[src/rtl/wave_gen_pkg.sv]
// Shared constants and types for the waveform address generator and the
// downstream triangle/duty lookup stage.
package wave_gen_pkg;

  localparam int ADDR_W   = 10;
  localparam int SEL_W    = 4;
  localparam int MEM_SIZE = 1 << ADDR_W;

  localparam logic [SEL_W-1:0] SEL_MAX = SEL_W'(10);

  typedef enum logic [1:0] {
    IDLE      = 2'd0,
    RUN       = 2'd1,
    STOP_PEND = 2'd2
  } wag_state_t;

  // Out-of-range duty selects saturate at 100%.
  function automatic logic [SEL_W-1:0] clamp_sel(input logic [SEL_W-1:0] sel);
    return (sel > SEL_MAX) ? SEL_MAX : sel;
  endfunction

endpackage

[src/rtl/wave_addr_gen_phase_acc.sv]
// Phase accumulator: ACC_W-bit register advanced by the tuning word on each
// enabled cycle. Exposes the post-add address bits and carry combinationally
// so the caller can form the sample in the same cycle as the step.
module phase_acc #(
  parameter int ACC_W  = 32,
  parameter int ADDR_W = 10
) (
  input  logic              i_clk,
  input  logic              i_rst_n,
  input  logic              i_clr,
  input  logic              i_en,
  input  logic [ACC_W-1:0]  i_inc,
  output logic [ADDR_W-1:0] o_addr_next,
  output logic              o_carry
);

  logic [ACC_W-1:0] acc_q, acc_d;
  logic [ACC_W-1:0] sum;

  assign {o_carry, sum} = {1'b0, acc_q} + {1'b0, i_inc};
  assign o_addr_next    = sum[ACC_W-1 -: ADDR_W];

  // Clear has priority over stepping so a restart always begins at phase 0.
  always_comb begin
    acc_d = acc_q;
    if (i_clr) begin
      acc_d = '0;
    end else if (i_en) begin
      acc_d = sum;
    end
  end

  // Phase register.
  always_ff @(posedge i_clk or negedge i_rst_n) begin
    if (!i_rst_n) begin
      acc_q <= '0;
    end else begin
      acc_q <= acc_d;
    end
  end

endmodule

[src/rtl/wave_addr_gen.sv]
// Waveform lookup address generator: run/stop FSM around a phase accumulator,
// glitch-free config updates at period boundaries, and a one-deep output
// register with valid/ready handshake and a sticky overrun flag.
module wave_addr_gen
  import wave_gen_pkg::*;
#(
  parameter int ACC_W = 32
) (
  input  logic              i_clk,
  input  logic              i_rst_n,
  input  logic              i_start,
  input  logic              i_stop,
  input  logic              i_cfg_valid,
  output logic              o_cfg_ready,
  input  logic [ACC_W-1:0]  i_cfg_tuning,
  input  logic [SEL_W-1:0]  i_cfg_sel,
  input  logic              i_tick,
  output logic [ADDR_W-1:0] o_addr,
  output logic [SEL_W-1:0]  o_sel,
  output logic              o_wrap,
  output logic              o_valid,
  input  logic              i_ready,
  output logic              o_busy,
  output logic              o_overrun
);

  wag_state_t state_q, state_d;

  logic [ACC_W-1:0]  tuning_act_q, tuning_act_d;
  logic [SEL_W-1:0]  sel_act_q, sel_act_d;
  logic [ACC_W-1:0]  tuning_sh_q, tuning_sh_d;
  logic [SEL_W-1:0]  sel_sh_q, sel_sh_d;
  logic              pend_q, pend_d;

  logic [ADDR_W-1:0] addr_q, addr_d;
  logic [SEL_W-1:0]  sel_q, sel_d;
  logic              wrap_q, wrap_d;
  logic              valid_q, valid_d;
  logic              overrun_q, overrun_d;

  logic [ADDR_W-1:0] addr_next;
  logic              carry;
  logic              start_only, busy, tick_act, stop_drop, emit, load, drop;
  logic              acc_clr, cfg_fire, apply_pend;

  assign busy        = (state_q != IDLE);
  assign start_only  = i_start && !i_stop;
  assign tick_act    = i_tick && busy;
  // The carrying tick that ends a pending stop produces no sample.
  assign stop_drop   = tick_act && (state_q == STOP_PEND) && carry && !start_only;
  assign emit        = tick_act && !stop_drop;
  assign load        = emit && (!valid_q || i_ready);
  assign drop        = emit && valid_q && !i_ready;
  assign acc_clr     = ((state_q == IDLE) && start_only) || stop_drop;
  assign cfg_fire    = i_cfg_valid && o_cfg_ready;
  assign apply_pend  = pend_q && (((state_q == IDLE) && start_only) || (tick_act && carry));

  phase_acc #(
    .ACC_W  (ACC_W),
    .ADDR_W (ADDR_W)
  ) u_phase_acc (
    .i_clk       (i_clk),
    .i_rst_n     (i_rst_n),
    .i_clr       (acc_clr),
    .i_en        (tick_act),
    .i_inc       (tuning_act_q),
    .o_addr_next (addr_next),
    .o_carry     (carry)
  );

  // Run/stop next-state logic; a zero tuning word can never wrap, so stop is immediate.
  always_comb begin
    state_d = state_q;
    unique case (state_q)
      IDLE: begin
        if (start_only) state_d = RUN;
      end
      RUN: begin
        if (i_stop) state_d = (tuning_act_q == '0) ? IDLE : STOP_PEND;
      end
      STOP_PEND: begin
        if (start_only)     state_d = RUN;
        else if (stop_drop) state_d = IDLE;
      end
      default: state_d = IDLE;
    endcase
  end

  // Config capture: direct in IDLE, otherwise shadowed until the next period boundary.
  always_comb begin
    tuning_act_d = tuning_act_q;
    sel_act_d    = sel_act_q;
    tuning_sh_d  = tuning_sh_q;
    sel_sh_d     = sel_sh_q;
    pend_d       = pend_q;
    if (cfg_fire && (state_q == IDLE)) begin
      tuning_act_d = i_cfg_tuning;
      sel_act_d    = clamp_sel(i_cfg_sel);
    end else if (cfg_fire) begin
      tuning_sh_d  = i_cfg_tuning;
      sel_sh_d     = clamp_sel(i_cfg_sel);
      pend_d       = 1'b1;
    end else if (apply_pend) begin
      tuning_act_d = tuning_sh_q;
      sel_act_d    = sel_sh_q;
      pend_d       = 1'b0;
    end
  end

  // Output register: load on accepted slot, hold under backpressure, clear after handshake.
  always_comb begin
    addr_d    = addr_q;
    sel_d     = sel_q;
    wrap_d    = wrap_q;
    valid_d   = valid_q;
    overrun_d = overrun_q;
    if (load) begin
      addr_d  = addr_next;
      sel_d   = sel_act_q;
      wrap_d  = carry;
      valid_d = 1'b1;
    end else if (valid_q && i_ready) begin
      valid_d = 1'b0;
    end
    if (i_start)   overrun_d = 1'b0;
    else if (drop) overrun_d = 1'b1;
  end

  // State, config and output registers.
  always_ff @(posedge i_clk or negedge i_rst_n) begin
    if (!i_rst_n) begin
      state_q      <= IDLE;
      tuning_act_q <= '0;
      sel_act_q    <= '0;
      tuning_sh_q  <= '0;
      sel_sh_q     <= '0;
      pend_q       <= 1'b0;
      addr_q       <= '0;
      sel_q        <= '0;
      wrap_q       <= 1'b0;
      valid_q      <= 1'b0;
      overrun_q    <= 1'b0;
    end else begin
      state_q      <= state_d;
      tuning_act_q <= tuning_act_d;
      sel_act_q    <= sel_act_d;
      tuning_sh_q  <= tuning_sh_d;
      sel_sh_q     <= sel_sh_d;
      pend_q       <= pend_d;
      addr_q       <= addr_d;
      sel_q        <= sel_d;
      wrap_q       <= wrap_d;
      valid_q      <= valid_d;
      overrun_q    <= overrun_d;
    end
  end

  assign o_cfg_ready = !pend_q;
  assign o_addr      = addr_q;
  assign o_sel       = sel_q;
  assign o_wrap      = wrap_q;
  assign o_valid     = valid_q;
  assign o_busy      = busy;
  assign o_overrun   = overrun_q;

endmodule

[config.mk]
export PLATFORM = sky130hd
export DESIGN_NAME = wave_addr_gen
export DESIGN_NICKNAME = d
export VERILOG_FILES = /design/src/rtl/wave_gen_pkg.sv /design/src/rtl/wave_addr_gen_phase_acc.sv /design/src/rtl/wave_addr_gen.sv
export SDC_FILE = /design/constraint.sdc
export NUM_CORES = 1
export LEC_CHECK = 0
export ABC_CLOCK_PERIOD_IN_PS = 3200
export CAP_MARGIN = 20
export CORE_MARGIN = 3
export CORE_UTILIZATION = 53
export CTS_CLUSTER_DIAMETER = 40
export DETAILED_ROUTE_END_ITERATION = 10
export HOLD_SLACK_MARGIN = 0.1
export PLACE_DENSITY = 0.85
export SYNTH_ARGS = -nofsm -noshare
export SYNTH_HDL_FRONTEND = slang
export SYNTH_HIERARCHICAL = 1
export SYNTH_SLANG_ARGS = --single-unit
[constraint.sdc]
create_clock -name i_clk -period 3.2 [get_ports i_clk]
set_clock_uncertainty 0.05 [all_clocks]
set_input_delay 0.96 -clock i_clk [delete_from_list [all_inputs] [get_ports i_clk]]
set_output_delay 0.96 -clock i_clk [all_outputs]
set_load 0.1 [all_outputs]
### Yosys cells after proc, flatten, opt, wreduce, memory -nomap -nowiden

Index checks and enable logic that the tools add are counted.

* register bits after elaboration: 124
* latch bits: 0
* bits in writable memories: 0
* ROM bits: 0
* input port bits: 43
* output and inout port bits: 19
* logic and storage cells: 78
* memories: 0

* $add $sub $neg: 1
* multipliers: 0
* div/mod/pow operators: 0
* $lt $le $gt $ge: 1
* equal/unequal tests: 6
* shift operators: 0
* muxes and demuxes: 21
* bitwise operators: 1
* reductions and logical operators: 36

Operators with widths (count)
* 32-bit two-way mux: 5
* 32-bit by 32-bit adder with 33-bit output: 1
* 32-bit logical NOT: 1
* 4-bit two-way mux: 4
* 1-bit logical AND: 15
* 2-bit nonzero test: 6
* 2-bit two-way mux: 5
* 1-bit logical NOT: 6
* 1-bit two-way mux: 6
* 2-bit case mux with 3 select lines: 1
* 2-bit AND reduction: 3
* 4-bit greater-than comparator, second input constant: 1
* 2-bit != test, second input constant: 2
* 1-bit logical OR: 3
* 3-bit != test, second input constant: 1
* 3-bit AND reduction: 1
* 2-bit by 1-bit == test with 1-bit output, second input constant: 1
* 2-bit == test, second input constant: 1
* 2-bit logical NOT: 1
* 2-bit by 1-bit != test with 1-bit output, second input constant: 1
* 1-bit NOT: 1

### Longest topological paths before layout

* depth in word-level cells: 11
* gate-level depth with buffers: 19

### Modules after synthesis

Netlist, hierarchy kept.

Modules (own cells, without submodules)
* wave_addr_gen: times used 1, cells each 419, area an instance 4252.8 µm², seq. area each 2302.2 µm²
* phase_acc: times used 1, cells each 373, area an instance 3064.2 µm², seq. area each 800.8 µm²

### Worst setup path before layout

Ideal clock, no wire load.

* kind: flip-flop to flip-flop
* start point: register tuning_act_q[17]
* end point: register u_phase_acc.acc_q[19]
* library setup time: 0.092 ns
* arrival time: 3.180 ns
* required time: 3.058 ns
* path slack: -0.122 ns
* cell stages (with the launch flop): 17
* clock period less this slack: 3.322 ns
* cell sequence: dfrtp_1 > ha_1 > a211oi_1 > o211ai_1 > a21oi_1 > o21ai_0 > a31oi_1 > o21ai_0 > a21o_1 > nand4_1 > o21a_1 > nor2_1 > clkbuf_1 > nor2_1 > clkbuf_1 > nand2_1 > o31ai_2

* longest elaborated chain between the ends: 5
* elaborated cells between the ends (all ways): 7
* classes of those cells: 1 x add/sub; 2 x mux; 4 x reduce/logical

Ends and longest elaborated chain
* start: declaration: line wave_addr_gen.sv:29 `logic [ACC_W-1:0] tuning_act_q, tuning_act_d;`
* start signal: assignment: line wave_addr_gen.sv:145 `tuning_act_q <= tuning_act_d;`
* 32-bit by 32-bit adder with 33-bit output (*): line wave_addr_gen_phase_acc.sv:20 `assign {o_carry, sum} = {1'b0, acc_q} + {1'b0, i_inc};`
* net carry: line wave_addr_gen.sv:42 `logic carry;`
* 1-bit logical AND (*) (2 in series): line wave_addr_gen.sv:50 `assign stop_drop = tick_act && (state_q == STOP_PEND) && carry && !start_only;`
* 1-bit logical OR (*): line wave_addr_gen.sv:54 `assign acc_clr = ((state_q == IDLE) && start_only) || stop_drop;`
* net acc_clr: line wave_addr_gen.sv:44 `logic acc_clr, cfg_fire, apply_pend;`
* 32-bit two-way mux or 2-bit nonzero test (tied branches)
* end signal: assignment: line wave_addr_gen_phase_acc.sv:36 `acc_q <= '0;`
* end signal: assignment: line wave_addr_gen_phase_acc.sv:38 `acc_q <= acc_d;`
* end: declaration: line wave_addr_gen_phase_acc.sv:17 `logic [ACC_W-1:0] acc_q, acc_d;`

The timed path passes the listed nets; every way through them passes the cells marked *. The select of a mux whose other input is x is not followed.
A chain may end at the register's enable or synchronous reset.

### Worst setup path after layout

* start point: register tuning_act_q[0]
* end point: register u_phase_acc.acc_q[27]

The elaborated chain is that of the path after synthesis.

==> impl_metrics.env <==
export IMPL_status="finished, violations left"
export IMPL_failed_checks="negative setup slack"
export IMPL_grt_first_pass_wirelength_mm=33.1
export IMPL_cp_startpoint="tuning_act_q[0]"
export IMPL_p_leak_nw=4.58
export IMPL_peakVddDrop_mv=0.863
export IMPL_synth_xor_area_share_pct=2.99
export IMPL_n_antenna_cell=0
export IMPL_clockRootBuffer="clkbuf_16"
export IMPL_ys_types=62
export IMPL_final_hold_viol_count=0
export IMPL_grt_pass1_vias=6437
export IMPL_core_area_um2=13300
export IMPL_synth_seq_area_share_pct=42.4
export IMPL_via_count=6912
export IMPL_port_buffers=61
export IMPL_grtUsageMet1_pct=36.3
export IMPL_cp_start_kind="flip-flop"
export IMPL_cp_end_kind="flip-flop"
export IMPL_io_pins=62
export IMPL_rsz0062_at_grt="true"
export IMPL_antenna_left=0
export IMPL_layout_nets=982
export IMPL_dr_first_iter_drc_count=877
export IMPL_grtUsageMet3_pct=7.23
export IMPL_required_ns=3.43
export IMPL_clock_path_buffers=2
export IMPL_synth_seq_cells=124
export IMPL_timing_rr_end="u_phase_acc/acc_q[27]"
export IMPL_cp_max_fo=8
export IMPL_die_h_um=123
export IMPL_setup_viol=76
export IMPL_finalMaxSlewViolations=0
export IMPL_fin_crit_sh_pct=108
export IMPL_die_area_um2=15300
export IMPL_drt_vias_per_instance=6.31
export IMPL_htreeDepth=4
export IMPL_start_util_pct=54.8
export IMPL_hold_path_class="reg -> reg"
export IMPL_fillCellCount=866
export IMPL_grt_use_total_pct=28.3
export IMPL_area_growth_syn_to_layout_pct=28.6
export IMPL_maxCapViolCount=0
export IMPL_wirelength_mm=22.5
export IMPL_worstPathCellList="ha_2, inv_2, fa_2, nand2b_4, a21oi_4, o211ai_1, nand3_1, a31oi_4, o21ai_2, a21o_1, nand4_1, o21a_1, nor2_1, buf_4, nor2_4, buf_12, a21oi_4, o311ai_2"
export IMPL_worst_slew_pin_slew_ns=0.900
export IMPL_worstSkewPairLatency_ns=0.42
export IMPL_clk_pin_slew_ns=0.06
export IMPL_cts_tree="done"
export IMPL_slowest_delay_ns=0.40
export IMPL_finalWeightedCongestion=0.901
export IMPL_post_place_ws_ns=-0.160
export IMPL_seq_area_um2=3100
export IMPL_grt_max_degree=60
export IMPL_fin_ws_ns=-0.250
export IMPL_r2r_cells=18
export IMPL_first_pass_iters=6
export IMPL_cts_hold_buffers=0
export IMPL_synth_top_family_by_area="simple AND/OR/NAND/NOR gates"
export IMPL_r2r_start="tuning_act_q[0]"
export IMPL_ys_flop_type="dfrtp_1"
export IMPL_synth_edf_count=0
export IMPL_critical_path_class="reg -> reg"
export IMPL_synth_area_um2=7320
export IMPL_grt_overflow=0
export IMPL_powerDensity_nw_per_um2=1200
export IMPL_antenna_found_initial=0
export IMPL_fp_dieW_um=123
export IMPL_yosys_warnings=6
export IMPL_syn_nets=868
export IMPL_grt_busiest_layer="met2"
export IMPL_hold_ws_ns=0.427
export IMPL_postSynthAreaPerCell_um2=9.24
export IMPL_fin_crit_ns=3.45
export IMPL_synthCells=792
export IMPL_wire_per_inst_um=20.5
export IMPL_cp_arrival_ns=3.68
export IMPL_num_rows=42
export IMPL_holdPathEnd="tuning_sh_q[16]"
export IMPL_synth_area_leaders="dfrtp_1 42%, nand2_1 12%, mux2_4 6.0%"
export IMPL_synthSimpleGateAreaFrac_pct=20.0
export IMPL_reg2reg_setup_slack_ns=-0.25
export IMPL_cts_buffers_inserted=17
export IMPL_clock_sink_count=124
export IMPL_layout_commonest_cell="nand2_1"
export IMPL_synth_adder_area_share_pct=5.75
export IMPL_utilization_pct=70.5
export IMPL_final_cell_mix="232 x nand2_1, 123 x dfrtp_1, 81 x buf_4, 41 x clkdlybuf4s50_1, 35 x a21oi_1"
export IMPL_worst_path_max_delay_cell="fa_2"
export IMPL_use_met2_pct=44.4
export IMPL_slew_headroom_pct=39.6
export IMPL_synth_mux_area_share_pct=10.9
export IMPL_layout_drive_gt1_share_pct=24.2
export IMPL_synthArstFlopShare_pct=100
export IMPL_path_common_cell="a21oi_4"
export IMPL_drc=0
export IMPL_worstHoldStart="tuning_sh_q[16]"
export IMPL_yosysTopAreaCellShare_pct=42.4
export IMPL_yosysTopAreaCell="dfrtp_1"
export IMPL_hpwl_mm=13.4
export IMPL_hold_depth=2
export IMPL_synth_compound_area_share_pct=13.8
export IMPL_multi_input_area_um2=4170
export IMPL_fmax_mhz=290
==> worst max-delay path: cells and delay by family (launching register included) <==
family,cells,cell delay [ns]
adders and majority gates,2,0.63
buffers and inverters,3,0.43
and+or+nand+nor,5,0.64
DFF,1,0.38
AOI/OAI and AO/OA,8,1.17
==> routing by layer <==
layer  share of wire, %  vias up
met5                  0        -
met4                4.7        0
met3                9.4      129
met2                 48      479
met1                 38     3317
li1                   -     2987
==> cell usage after synthesis (14+ instances only) <==
cell type and instances:
mux2_2 20, nand2_1 237, o21ai_0 31, a21o_1 14
dfrtp_1 124, nor2_1 35, clkbuf_1 24, a21oi_1 42
ha_1 32, mux2_4 29, mux2i_1 14
==> through the flow <==
step / TNS, ns / total power [W] / instance area (um2) / cells
2_1_floorplan: 0 / 0.00675 / 7320 / 792
3_3_place_gp: -0.0454 / 0.00820 / 8370 / 1050
3_5_place_dp: -4.55 / 0.00836 / 8370 / 1050
4_1_cts: 0 / 0.0107 / 9150 / 1086
5_1_grt: -18.11 / 0.0118 / 9410 / 1095
6_report: -9.56 / 0.0113 / 9410 / 1095
==> where the power goes <==
group | internal [W] | switching (W) | leakage (nW)
Clock | 0.00127 | 0.000741 | 0.296
Combinational | 0.00263 | 0.00369 | 2.72
Sequential | 0.00230 | 0.000663 | 1.56
Total | 0.00619 | 0.00510 | 4.58
==> what timing repair did <==
action,4_1_cts,5_1_grt
resized for setup,22,40
setup endpoints to repair,83,69
setup buffers,3,8
cloned,1,1
pin swaps,9,19
==> state kept, by name (all words and copies together), names as in the netlist <==
| signal | flops |
|---|---|
| tuning_act_q | 32 |
| tuning_sh_q | 32 |
| u_phase_acc/acc_q | 32 |
| o_addr | 10 |
| o_sel | 4 |
| sel_act_q | 4 |
| sel_sh_q | 4 |
| state_q | 2 |
| o_overrun | 1 |
| o_valid | 1 |
| o_wrap | 1 |
| pend_q | 1 |
==> worst max-delay path by stage <==
stage / end / slack (ns) / cells past startpoint
final: u_phase_acc/acc_q[27] / -0.25 / 18
after global routing: u_phase_acc/acc_q[8] / -0.37 / 17
after CTS: tuning_act_q[13] / 0.0009 / 15
after detailed placement: u_phase_acc/acc_q[27] / -0.16 / 18
after global placement: u_phase_acc/acc_q[12] / -0.03 / 15
after floorplan: u_phase_acc/acc_q[27] / 0.0008 / 19
==> cell type report <==
cell class / count / share of cell area [%]
Clock buffer: 19 / 4.81
Sequential cell: 124 / 33.0
Tap cell: 176 / 2.34
Multi-Input combinational cell: 615 / 44.4
Clock inverter: 13 / 1.77
Inverter: 13 / 0.519
Timing Repair Buffer: 135 / 13.2
==> cells by family after synthesis <==
| family | after synthesis |
|---|---|
| mux | 63 |
| compound gates | 153 |
| flops | 124 |
| fa+ha+maj | 33 |
| simple gates | 341 |
| buf+inv | 53 |
| xor+xnor | 25 |
Power figures use the tool's default switching activity.
